**src/rtl/microwave_timer.sv**
```systemverilog
// microwave_timer: oven controller with prescaled cook countdown, door pause/resume,
// add-time while cooking and a timed completion beep.
module microwave_timer #(
    parameter int TIME_W      = 8,
    parameter int TICK_DIV    = 10,
    parameter int ADD_TIME    = 30,
    parameter int BEEP_CYCLES = 3
) (
    input  logic              clk,
    input  logic              sys_reset,
    input  logic              reset,
    input  logic              closeDoor,
    input  logic              startOven,
    input  logic [TIME_W-1:0] cookTime,
    output logic [3:0]        States,
    output logic [TIME_W-1:0] remaining,
    output logic              heat,
    output logic              light,
    output logic              cookDone
);
    localparam int PW = $clog2(TICK_DIV);
    localparam int BW = $clog2(BEEP_CYCLES) + 1;

    typedef enum logic [3:0] {
        IDLE     = 4'd0,
        OPEN     = 4'd1,
        COOK     = 4'd2,
        PAUSE    = 4'd3,
        COMPLETE = 4'd4
    } state_t;

    state_t            state, state_n;
    logic [TIME_W-1:0] rem_n;
    logic [PW-1:0]     pre, pre_n;
    logic [BW-1:0]     beep, beep_n;
    logic              start_q, start_edge, tick;
    logic [TIME_W:0]   sum;

    assign start_edge = startOven & ~start_q;
    assign tick       = (state == COOK) && (pre == PW'(TICK_DIV - 1));
    // add-time absorbs a coincident tick; bit TIME_W flags saturation
    assign sum        = {1'b0, remaining} + (TIME_W+1)'(ADD_TIME) - {{TIME_W{1'b0}}, tick};
    assign States     = state;

    always_comb begin
        state_n = state;
        rem_n   = remaining;
        pre_n   = pre;
        beep_n  = '0;
        if (reset) begin
            state_n = IDLE;
            rem_n   = '0;
            pre_n   = '0;
        end else begin
            case (state)
                IDLE: begin
                    if (!closeDoor) state_n = OPEN;
                    else if (start_edge && cookTime != '0) begin
                        state_n = COOK;
                        rem_n   = cookTime;
                        pre_n   = '0;
                    end
                end
                OPEN: state_n = closeDoor ? IDLE : OPEN;
                COOK: begin
                    if (!closeDoor) state_n = PAUSE;
                    else begin
                        pre_n = tick ? '0 : pre + 1'b1;
                        if (start_edge) rem_n = sum[TIME_W] ? '1 : sum[TIME_W-1:0];
                        else if (tick) begin
                            rem_n   = remaining - 1'b1;
                            state_n = (remaining == TIME_W'(1)) ? COMPLETE : COOK;
                        end
                    end
                end
                PAUSE: state_n = (closeDoor && start_edge) ? COOK : PAUSE;
                COMPLETE: begin
                    if (!closeDoor) state_n = OPEN;
                    else if (beep == BW'(BEEP_CYCLES - 1)) state_n = IDLE;
                    else beep_n = beep + 1'b1;
                end
                default: state_n = IDLE;
            endcase
        end
    end

    always_ff @(posedge clk or negedge sys_reset) begin
        if (!sys_reset) begin
            state     <= IDLE;
            remaining <= '0;
            pre       <= '0;
            beep      <= '0;
            start_q   <= 1'b0;
            heat      <= 1'b0;
            light     <= 1'b0;
            cookDone  <= 1'b0;
        end else begin
            state     <= state_n;
            remaining <= rem_n;
            pre       <= pre_n;
            beep      <= beep_n;
            start_q   <= startOven;
            heat      <= state_n == COOK;
            light     <= state_n inside {OPEN, COOK, PAUSE};
            cookDone  <= state_n == COMPLETE;
        end
    end
endmodule

```
**config.mk**
```make
export PLATFORM = sky130hd
export DESIGN_NAME = microwave_timer
export DESIGN_NICKNAME = d
export VERILOG_FILES = /design/src/rtl/microwave_timer.sv
export SDC_FILE = /design/constraint.sdc
export NUM_CORES = 1
export LEC_CHECK = 0
export BUFFER_PORTS_ARGS = -buffer_cell sky130_fd_sc_hd__buf_2
export CORE_MARGIN = 5
export CORE_UTILIZATION = 50
export CTS_CLUSTER_DIAMETER = 80
export DETAILED_ROUTE_END_ITERATION = 16
export PLACE_DENSITY_LB_ADDON = 0.3
export SLEW_MARGIN = 10
export SYNTH_ARGS = -nofsm -noshare
export SYNTH_HDL_FRONTEND = slang
export SYNTH_SLANG_ARGS = --single-unit
```
**constraint.sdc**
```tcl
create_clock -name clk -period 6.9 [get_ports clk]
set_input_delay 1.38 -clock clk [delete_from_list [all_inputs] [get_ports clk]]
set_output_delay 1.38 -clock clk [all_outputs]
set_load 0.01 [all_outputs]
```
==> reports/metrics.cfg <==
[synthesis]
synth-simple-area-share_pct = 25.3
synthMuxAreaShare_pct = 1.29
syn_inst = 180
synth.top_cell.area_share_pct = 35.0
synth_top_family_by_area = simple AND/OR/NAND/NOR gates
synth_async_sr_flop_share_pct = 100
synth_area_leader_cell = dfrtp_1
syn_nets = 205
synth_compound_area_share_pct = 19.0
yosysWarnings = 0
yosysSeqAreaShare_pct = 35.0
synth_adder_area_share_pct = 9.13
ys_seq_elements = 23
synth_cell_type_count = 53
synth.most_common_cell = dfrtp_1
syn_avg_cell_area_um2 = 9.13
synth_xor_area_share_pct = 5.33
synth_area_um2 = 1640
ys.flop_type = dfrtp_1
synth_edf_count = 0
synth.area.top_cells = dfrtp_1 35%, ha_1 9.1%, nand2_1 3.4%, nor2_1 3.4%, a221o_1 3.0%
synthTopCellsByCount = 23 x dfrtp_1, 15 x nand2_1, 15 x nor2_1

[cts]
ctsHoldBuffers = 0
cts_setup_buffers = 0
htree_num_levels = 1
cts.sinks = 23
root_buffer = clkbuf_4
cts_made_buffers = 3
cts.path.max_buffers = 2
insertion_delay_ps = 320
ctsResizeCount = 0
clkTransAtPathRegs_ps = 140
tritoncts = built

[global_route]
track_usage_pct = 19.0
antenna_found_initial = 0
grt_max_degree = 24
first_global_vias = 1444
grt.overflow.total = 0
grt_pass1_wl_mm = 6.69

[worst_setup_path]
cp-start-kind = flop
reg2reg_depth = 11
crit_fanout = 8
crit_start = States[0]$_DFF_PN0_
cp_slowest_cell = or4b_1
cp.arrival_ps = 3660
cp-end-kind = flop
r2r_start = States[0]$_DFF_PN0_
crit_path_end = remaining[5]$_DFFE_PN0P_
crit_chain = or4b_1 > nor2_1 > ha_1 > inv_1 > ha_1 > nor3b_1 > a221oi_2 > o21ai_0 > or4b_1 > a21boi_0 > o21ai_0
crit_required_ps = 7120
critPathTopFamily = simple AND/OR/NAND/NOR gates
path_depth = 11
r2r_slack_ps = 3450
critPathKind = reg -> reg
max_stage_delay_ps = 720
r2r_end = remaining[5]$_DFFE_PN0P_
cp_num_buf_inv = 1

[routing]
post-route-drc-count = 0
wl_per_cell_um = 16.0
vias = 1491
drtAntennaViolNets = 0
drt-total-wl_mm = 3.97
drtIter0Drc = 121
detail_route.first_pass.iterations = 4
viasPerCell = 6.01

[finish]
fillers = 302
regArea_um2 = 576
drive_gt1_share_pct = 19.6
utilization_pct = 59.0
fin_cells = 248
multi_input_area_um2 = 992
nNetsFinal = 230
antenna_cells = 0
syn_to_final_growth_pct = 11.3

[place]
dp_hpwl_mm = 3.12
port_buffers = 27
post-place-cells = 244
routabilityCongestion = 0.881

[floorplan]
fp.dieW_um = 67.3
die_area_um2 = 4530
boundaryPins = 28
core-area_um2 = 3100
start_util_pct = 53.0
rows = 20
die_y_um = 67.3

[timing]
final_hold_viol_count = 0
worst_pin_slew_ps = 921
finalSetupTns_ps = 0
rsz0062_at_grt = no
max_freq_mhz = 290
setup_viol = 0
fin_crit_sh_pct = 50.0
min_period_ps = 3450
fin_skew_ps = 19.8
holdWs_ps = 509
slew_viol_final = 0
relSlewSlack_pct = 38.5

[worst_hold_path]
min_from = beep[0]$_DFF_PN0_
hold_path_class = reg -> reg

[job]
cap_violations = 0

[outcome]
status = finished, final reports clean

[power]
leakage_nw = 0.798
peakVddDrop_mv = 0.144
power.density_nw_per_um2 = 135

## cell usage in the layout, fill, tap and decap left out, drive strengths merged, types with 5 or more instances in the layout
master / instances
buf: 27
dfrtp: 23
nor2: 16
nand2: 15
inv: 12
ha: 12
o21ai: 10
nor3: 7
nand3: 6
xor2: 5
xnor2: 5
a221o: 5
nor4: 5
## registers in the layout, indices dropped and copies added, names as in the netlist
signal	count
heat	1
light	1
beep	3
start_q	1
remaining	8
cookDone	1
pre	4
States	4
## report_power, final
group          switching [mW]  leakage (nW)  total (mW)  internal (mW)
Clock                  0.0415        0.0150      0.0641         0.0226
Combinational          0.0259         0.468      0.0414         0.0155
Sequential            0.00376         0.315       0.141          0.137
Total                  0.0711         0.798       0.246          0.175
## metal layers
| metal | part of all wire [%] | global-route usage (%) | wire [µm] | vias to the layer above |
|---|---|---|---|---|
| li1 | - | - | - | 712 |
| met1 | 45 | 25.4 | 1790 | 723 |
| met2 | 48 | 32.1 | 1920 | 56 |
| met3 | 6.6 | 4.33 | 264 | 0 |
| met4 | 0 | 2.28 | 0 | 0 |
| met5 | 0 | 0 | 0 | - |
## worst min path at each step
stage | depth (start not counted) | endpoint | slack [ps]
finish | 1 | beep[0]$_DFF_PN0_ | 510
global route | 1 | beep[0]$_DFF_PN0_ | 540
CTS | 1 | beep[0]$_DFF_PN0_ | 510
detailed placement | 1 | beep[0]$_DFF_PN0_ | 490
global placement | 1 | beep[0]$_DFF_PN0_ | 470
floorplan | 1 | beep[0]$_DFF_PN0_ | 460
## through the flow
stage | power [mW] | instance area [µm²] | setup slack [ps]
after floorplan | 0.169 | 1640 | 4000
after global placement | 0.184 | 1800 | 3510
after detailed placement | 0.184 | 1800 | 3380
after CTS | 0.247 | 1830 | 3490
after global routing | 0.258 | 1830 | 3290
final | 0.246 | 1830 | 3450
## layout make-up
cell class                 count  share of cell area [%]
clock buffer                   4                    1.44
inverter                      12                    2.46
multi-input combinational    138                    54.2
sequential                    23                    31.5
tap                           44                    3.01
timing repair buffer          27                    7.39
## kinds of logic after synthesis
group	after synthesis
AO/OA/AOI/OAI	39
XOR/XNOR	10
adder cells (fa/ha/maj)	12
buffers and inverters	19
flip-flops	23
multiplexers	2
other	1
AND/OR/NAND/NOR	74
Power figures use the tool's default switching activity.
